### src/rtl/irr_priority_resolver.sv
// 8259 IRR capture, OCW1 masking and rotating-priority resolution with in-service blocking.
// Optional macro IRR_INPUT_SYNC_EN adds a 2-flop synchronizer on ir_in.
module irr_priority_resolver #(
  parameter int unsigned NUM_IR     = 8,
  parameter logic [7:0]  RESET_MASK = 8'hFF
) (
  input  logic                        clk,
  input  logic                        reset,
  input  logic [NUM_IR-1:0]           ir_in,
  input  logic                        level_edge_triggered,
  input  logic [NUM_IR-1:0]           int_mask,
  input  logic [NUM_IR-1:0]           clear_IRR,
  input  logic [$clog2(NUM_IR)-1:0]   priority_rotate,
  input  logic [NUM_IR-1:0]           in_service_reg,
  input  logic                        freeze,
  output logic [NUM_IR-1:0]           interrupt_request_reg,
  output logic [NUM_IR-1:0]           interrupt,
  output logic                        int_pending
);

  localparam int unsigned IDX_W = $clog2(NUM_IR);
  localparam logic [NUM_IR-1:0] ALL_ONES = '1;

  // Only the 8-line 8259 arrangement is meaningful.
  if (NUM_IR != 8 || $bits(RESET_MASK) != NUM_IR) begin : g_bad_cfg
    $error("irr_priority_resolver supports NUM_IR = 8 only");
  end

  logic [NUM_IR-1:0] ir_s;
  logic [NUM_IR-1:0] ir_prev;
  logic [NUM_IR-1:0] irr_next;
  logic [NUM_IR-1:0] masked;
  logic [NUM_IR-1:0] next_interrupt;

`ifdef IRR_INPUT_SYNC_EN
  logic [NUM_IR-1:0] sync_q1;
  logic [NUM_IR-1:0] sync_q2;

  always_ff @(posedge clk) begin
    if (reset) begin
      sync_q1 <= '0;
      sync_q2 <= '0;
    end else begin
      sync_q1 <= ir_in;
      sync_q2 <= sync_q1;
    end
  end

  assign ir_s = sync_q2;
`else
  assign ir_s = ir_in;
`endif

  // Clear always wins over a same-cycle set.
  always_comb begin
    irr_next = '0;
    if (level_edge_triggered) begin
      irr_next = ir_s & ~clear_IRR;
    end else begin
      irr_next = (interrupt_request_reg | (ir_s & ~ir_prev)) & ~clear_IRR;
    end
  end

  // A full clear (ICW1) forces the edge history high so lines already up are not seen as edges.
  always_ff @(posedge clk) begin
    if (reset) begin
      interrupt_request_reg <= '0;
      ir_prev               <= ALL_ONES;
    end else begin
      interrupt_request_reg <= irr_next;
      ir_prev               <= (clear_IRR == ALL_ONES) ? ALL_ONES : ir_s;
    end
  end

  assign masked = interrupt_request_reg & ~int_mask;

  // Scan from the highest-priority position; rank is distance from it.
  always_comb begin : resolve
    logic [IDX_W-1:0] base;
    logic [IDX_W-1:0] pos;
    logic             req_found;
    logic [IDX_W-1:0] req_rank;
    logic [IDX_W-1:0] req_idx;
    logic             isr_found;
    logic [IDX_W-1:0] isr_rank;
    base           = priority_rotate + IDX_W'(1);
    pos            = '0;
    req_found      = 1'b0;
    req_rank       = '0;
    req_idx        = '0;
    isr_found      = 1'b0;
    isr_rank       = '0;
    next_interrupt = '0;
    for (int unsigned k = 0; k < NUM_IR; k++) begin
      pos = base + IDX_W'(k);
      if (!req_found && masked[pos]) begin
        req_found = 1'b1;
        req_rank  = IDX_W'(k);
        req_idx   = pos;
      end
      if (!isr_found && in_service_reg[pos]) begin
        isr_found = 1'b1;
        isr_rank  = IDX_W'(k);
      end
    end
    if (req_found && (!isr_found || (req_rank < isr_rank))) begin
      next_interrupt[req_idx] = 1'b1;
    end
  end

  // Output stage holds during the INTA sequence.
  always_ff @(posedge clk) begin
    if (reset) begin
      interrupt   <= '0;
      int_pending <= 1'b0;
    end else if (!freeze) begin
      interrupt   <= next_interrupt;
      int_pending <= |next_interrupt;
    end
  end

endmodule

### config.mk
export PLATFORM = sky130hd
export DESIGN_NAME = irr_priority_resolver
export DESIGN_NICKNAME = d
export VERILOG_FILES = /design/src/rtl/irr_priority_resolver.sv
export SDC_FILE = /design/constraint.sdc
export NUM_CORES = 1
export LEC_CHECK = 0
export ABC_AREA = 1
export CAP_MARGIN = 15
export CORE_ASPECT_RATIO = 2
export CORE_MARGIN = 2
export CORE_UTILIZATION = 45
export DETAILED_ROUTE_END_ITERATION = 10
export PLACE_DENSITY = 0.83
export REMOVE_ABC_BUFFERS = 1
export SLEW_MARGIN = 10
export SYNTH_ARGS = -nofsm -noshare
export SYNTH_HDL_FRONTEND = slang
export SYNTH_SLANG_ARGS = --single-unit
### constraint.sdc
create_clock -name clk -period 4.95 [get_ports clk]
set_input_delay 1.485 -clock clk [delete_from_list [all_inputs] [get_ports clk]]
set_output_delay 1.485 -clock clk [all_outputs]
set_load 0.1 [all_outputs]
# ---- Word level (Yosys, flattened, before mapping)
# Index checks and enable logic that the tools add are counted.
dict set report op_classes {
  add_sub_neg 8
  magnitude_cmp 11
  n_eq_ne 1
  n_mux 74
  bitwise 8
  reduce_logical 34
}
# op count
set op_table {}
lappend op_table {{3-bit two-way mux} 20}
lappend op_table {{1-bit binary-select mux with 3-bit select} 16}
lappend op_table {{3-bit by 4-bit < comparator with 1-bit output, second input constant} 9}
lappend op_table {{1-bit two-way mux} 35}
lappend op_table {{8-bit AND} 4}
lappend op_table {{8-bit inverter} 3}
lappend op_table {{1-bit logical AND} 16}
lappend op_table {{8-bit two-way mux} 2}
lappend op_table {{1-bit logical NOT} 15}
lappend op_table {{3-bit adder, second input constant} 4}
lappend op_table {{8-bit equality test, second input constant} 1}
lappend op_table {{8-bit bitwise OR} 1}
lappend op_table {{8-bit OR reduction} 1}
lappend op_table {{3-bit by 1-bit adder with 3-bit output, second input constant} 2}
lappend op_table {{3-bit by 2-bit adder with 3-bit output, second input constant} 2}
lappend op_table {{1-bit demux with 3-bit select} 1}
lappend op_table {{3-bit by 1-bit greater-or-equal comparator with 1-bit output, second input constant} 1}
lappend op_table {{3-bit < comparator} 1}
lappend op_table {{2-bit OR reduction} 1}
lappend op_table {{1-bit logical OR} 1}
dict set report totals {
  regBits 25
  inputBits 39
  output_inout_bits 17
  elab_cells 140
}

# ---- Depth between registers and ports, before layout
# Gate-level depths: netlist of the first run.
dict set report logic_depth {
  word_depth 32
  ltp_mapped 27
  ltp_nobuf 24
}

# ---- Worst setup path after synthesis of the first run
# OpenSTA, ideal clock, no wires.
dict set report synth_path {
  kind {input to register}
  startpoint {input priority_rotate[0]}
  endpoint {register interrupt[0]}
  setup_ns 0.070
  t_arrival_ns 4.146
  required_ns 4.880
  slack_ns 0.734
  cell_stages 24
  path_buffers 3
  path_cell_list {buf_6 > inv_6 > buf_4 > ha_1 > inv_2 > nand2_1 > nand2_2 > buf_6 > nand3_1 > nand3_2 > nand2_2 > inv_2 > nand4_2 > nor2_4 > nand3_2 > inv_2 > nor2_1 > nand3b_1 > ha_1 > a21oi_1 > nand2_1 > nand2_2 > nand4_1 > a21oi_1}
}
dict set report synth_via {
  elab_chain_cells 30
  elab_cells_between_ends 116
  cone_classes {add/sub: 8; order compare: 3; mux: 73; reduce/logical: 32}
}
# element line_no
set synth_rtl {}
lappend synth_rtl {{start: declaration} 13} ;# input logic [$clog2(NUM_IR)-1:0] priority_rotate,
lappend synth_rtl {{3-bit by 1-bit adder with 3-bit output *} 86} ;# base = priority_rotate + IDX_W'(1);
lappend synth_rtl {{branches (longest 28 deep; another with 3-bit by 1-bit adder with 3-bit output)} --}
lappend synth_rtl {{8-bit two-way mux *} 106} ;# if (req_found && (!isr_found || (req_rank < isr_rank))) begin
lappend synth_rtl {{end signal: assignment} 117} ;# interrupt <= next_interrupt;
lappend synth_rtl {{end: declaration} 17} ;# output logic [NUM_IR-1:0] interrupt,
# Mark *: on every way between the ends. The select of a mux whose other input is x is not followed.
# A chain may end at the register's enable or synchronous reset.

# ---- Final worst setup path of the first run
dict set report layout_path {
  startpoint {input priority_rotate[0]}
  endpoint {register interrupt[3]}
}
# Same word-level chain as after synthesis.

==> flow_summary.json, run 1 <==
{
  "startpoint_type": "primary input",
  "final_hold_viol_count": 0,
  "die-width_um": 56.5,
  "final_min_period_over_clock_period": 0.958,
  "floorplan.die.height_um": 109,
  "worst_setup_hold_path_clk_slew_ns": 0.09,
  "yosys_register_bits": 25,
  "avgSynthCellArea_um2": 5.90,
  "number_of_cell_instances_on_the_worst_register_to_register_path": 17,
  "pwr_density_cell_nw_per_um2": 245,
  "hpwlAfterDp_mm": 5.73,
  "final_util": 0.577,
  "globalRouteTotalUtil": 0.235,
  "setup_total_negative_slack_ns": 0,
  "avgViaCountPerCell": 5.45,
  "crit_chain": "clkdlybuf4s50_1 > inv_6 > ha_1 > inv_2 > buf_4 > nand3_1 > nand2_1 > nand2_1 > nand2_1 > nand4_2 > nor2_4 > nand3_2 > inv_2 > nor2_1 > nand3b_1 > ha_1 > a21oi_1 > nand2_1 > nand2_2 > nand4_1 > a21oi_1",
  "drive_gt1_frac": 0.138,
  "crit_path_start": "priority_rotate[0]",
  "rsz0062_at_grt": "false",
  "wl_mm": 6.99,
  "cts_setup_buffers": 0,
  "clock_tree_buf_depth": 2,
  "clk-insertion-delay-late_ns": 0.28,
  "largest_delay_share_family_worst_path": "simple AND/OR/NAND/NOR gates",
  "cts_tree": "done",
  "port-buffer-count": 55,
  "status": "complete, no violations",
  "antenna_violating_nets_post_route": 0,
  "post_synth_instance_area_um2": 2480,
  "synth_cells": 421,
  "worstPathBufferInverterCount": 5,
  "critical_path.max_fanout": 9,
  "die-area_um2": 6170,
  "cts-htree-levels": 1,
  "nets": 515,
  "cp_common_cell": "sky130_fd_sc_hd__nand2_1",
  "fillCellCount": 541,
  "min_delay_path_depth": 2,
  "worstSetupEndpointType": "flop",
  "instances_no_fill": 531,
  "hold_path_startpoint": "interrupt[0]",
  "irDropWorstVdd_uv": 186,
  "crit_type": "primary input to flop",
  "drv.max_cap_violation_count": 0,
  "final_period_minus_worst_setup_slack_ns": 4.74,
  "synth_warnings": 0,
  "numPlacedInstances": 527,
  "area_added_between_synthesis_and_finish_pct": 24.8,
  "dr_total_vias": 2894,
  "initial_utilization": 0.462,
  "critPathMaxStageDelay_ns": 0.58,
  "root_buffer": "sky130_fd_sc_hd__clkbuf_8",
  "first_iter_violations": 72,
  "placeableCoreArea_um2": 5370,
  "path_depth": 21,
  "antenna_found_initial": 0,
  "tightestPinTransition_ns": 0.977,
  "grt_pass1_wl_mm": 11.6,
  "place_congestion": 1.02,
  "yosysSeqAreaShare": 0.202,
  "setup_slack_ns": 0.208,
  "globalRouteOverflowTotal": 0,
  "top_level_i_o_count": 56,
  "fin_skew_ns": 0.00199,
  "grt_start_max_net_pins": 26,
  "placementRows": 38,
  "critPathArrivalTime_ns": 4.93,
  "drt_pre_antenna_iters": 4,
  "max_freq_mhz": 211,
  "drc_errors": 0,
  "timing.max_slew.rel_slack": 0.347,
  "number_of_setup_violations_in_the_final_report": 0,
  "master_of_the_slowest_instance_on_the_critical_path": "sky130_fd_sc_hd__clkdlybuf4s50_1",
  "num_antenna_cells": 0,
  "cp.required_ns": 5.14,
  "cts_buffers": 3,
  "hold_class": "flop to flop",
  "detail_route.wl_per_cell_um": 13.2,
  "numClockSinks": 25,
  "worstReg2RegStart": "interrupt_request_reg[7]",
  "synth.distinct_cells": 32,
  "report.final.slew_viol_count": 0,
  "leakage_uw": 0.00148,
  "grt_pass1_vias": 2741,
  "dp_slack_ns": -0.00862
}
-- metrics by stage --
stage               hold WS [ns]  area [µm²]  total power, µW
floorplan                  0.533        2380              518
global placement           0.450        3040              630
detailed placement         0.460        3040              634
CTS                        0.470        3090              758
global route               0.490        3100              812
finish                     0.466        3100              761
-- worst reg2reg max path, cell delays in order (launching register included) --
cell	delay, ns
sky130_fd_sc_hd__dfxtp_1	0.39
sky130_fd_sc_hd__nand3_1	0.13
sky130_fd_sc_hd__nand3_1	0.12
sky130_fd_sc_hd__nand2_1	0.11
sky130_fd_sc_hd__nand2_1	0.07
sky130_fd_sc_hd__nand2_1	0.15
sky130_fd_sc_hd__nand4_2	0.18
sky130_fd_sc_hd__nor2_4	0.06
sky130_fd_sc_hd__nand3_2	0.09
sky130_fd_sc_hd__inv_2	0.05
sky130_fd_sc_hd__nor2_1	0.14
sky130_fd_sc_hd__nand3b_1	0.10
sky130_fd_sc_hd__ha_1	0.32
sky130_fd_sc_hd__a21oi_1	0.16
sky130_fd_sc_hd__nand2_1	0.08
sky130_fd_sc_hd__nand2_2	0.15
sky130_fd_sc_hd__nand4_1	0.11
sky130_fd_sc_hd__a21oi_1	0.17
-- kinds of logic (layout without fill, tap and decap cells) --
family          after synthesis  after routing  synth area share
compound gates               44             44             0.104
fa+ha+maj                     4              4            0.0202
buf+inv                      59            109             0.113
flops                        25             25             0.202
simple gates                289            289             0.561
-- power breakdown --
group          switching (µW)  internal [µW]  leakage (µW)
sequential               7.27            213      0.000205
clock                    69.4           57.3     0.0000217
combinational             279            134       0.00125
total                     356            405       0.00148
-- cells in the mapped netlist --
master                       n  area, µm²
sky130_fd_sc_hd__nand2_4     3       33.8
sky130_fd_sc_hd__nor2_4      5       56.3
sky130_fd_sc_hd__o21bai_1    1       7.51
sky130_fd_sc_hd__buf_6       6       67.6
sky130_fd_sc_hd__inv_6       1       8.76
sky130_fd_sc_hd__nor2_1     18       67.6
sky130_fd_sc_hd__buf_1       1       3.75
sky130_fd_sc_hd__a21oi_2     3       26.3
sky130_fd_sc_hd__nand4_2     2       25.0
sky130_fd_sc_hd__o21ai_0     5       25.0
sky130_fd_sc_hd__a31oi_2     1       12.5
sky130_fd_sc_hd__o21ai_1     1       5.00
sky130_fd_sc_hd__a41oi_1     1       8.76
sky130_fd_sc_hd__inv_4       1       6.26
sky130_fd_sc_hd__ha_1        4       50.1
sky130_fd_sc_hd__clkbuf_1    3       11.3
sky130_fd_sc_hd__nand3_1    53        265
sky130_fd_sc_hd__buf_4       1       7.51
sky130_fd_sc_hd__nor3_1      9       45.0
sky130_fd_sc_hd__buf_2       3       15.0
sky130_fd_sc_hd__a21oi_1    30        150
sky130_fd_sc_hd__nor2_2      2       12.5
sky130_fd_sc_hd__nand2_1   152        571
sky130_fd_sc_hd__nand2_2    20        125
sky130_fd_sc_hd__inv_2       8       30.0
sky130_fd_sc_hd__inv_1      35        131
sky130_fd_sc_hd__nand3b_1    1       7.51
sky130_fd_sc_hd__nand3_2     9       90.1
sky130_fd_sc_hd__nand4_1    15       93.8
sky130_fd_sc_hd__o21ai_4     1       16.3
sky130_fd_sc_hd__o21a_1      1       7.51
sky130_fd_sc_hd__dfxtp_1    25        500
-- metal layers --
layer	global-route usage	vias to the layer above	share of wire
met2	0.471	101	0.55
met4	0.134	0	0.050
met5	0	-	0
li1	-	1471	-
met1	0.218	1288	0.36
met3	0.0273	34	0.039
-- path summary, 6_finish.rpt --
check	end	slack, ns
min reg2reg	interrupt[0]	0.47
max	interrupt[3]	0.21
max reg2reg	interrupt[3]	2.27
min	interrupt[0]	0.47
-- cells in the final DEF (no fill, tap or decap), types with 2 or more instances in the layout --
master,n
sky130_fd_sc_hd__nand2_4,5
sky130_fd_sc_hd__nor3_1,9
sky130_fd_sc_hd__nand3_1,53
sky130_fd_sc_hd__nor2_1,18
sky130_fd_sc_hd__dfxtp_1,25
sky130_fd_sc_hd__clkbuf_8,3
sky130_fd_sc_hd__inv_1,35
sky130_fd_sc_hd__clkdlybuf4s50_1,55
sky130_fd_sc_hd__o21ai_0,5
sky130_fd_sc_hd__ha_1,4
sky130_fd_sc_hd__nand4_2,2
sky130_fd_sc_hd__a21oi_2,3
sky130_fd_sc_hd__nor2_4,5
sky130_fd_sc_hd__a21oi_1,30
sky130_fd_sc_hd__nand3_2,9
sky130_fd_sc_hd__nand4_1,15
sky130_fd_sc_hd__buf_4,5
sky130_fd_sc_hd__inv_2,8
sky130_fd_sc_hd__nand2_1,152
sky130_fd_sc_hd__nand2_2,18
sky130_fd_sc_hd__nor2_2,2
-- cell type report --
type                            count  area (µm²)  share of cell area
Clock inverter                      1        7.51             0.00242
Sequential cell                    25         500               0.161
Multi-Input combinational cell    337        1710               0.552
Clock buffer                        3        41.3              0.0133
Tap cell                           60        75.1              0.0242
Inverter                           45         176              0.0569
Timing Repair Buffer               60         588               0.190
-- what timing repair did --
item | CTS | global route
endpoints found under the setup margin | 0 | 8
resized for setup | 0 | 2
hold buffers | 0 | 0
No activity file was read; power rests on OpenSTA's default activity.
==> run 2: changes to the inputs <==
Settings changed: CAP_MARGIN 15 to default, HOLD_SLACK_MARGIN from default to 0.15.
==> results of run 2 <==
Final layout, timing and power as in run 1 (identical DEF).
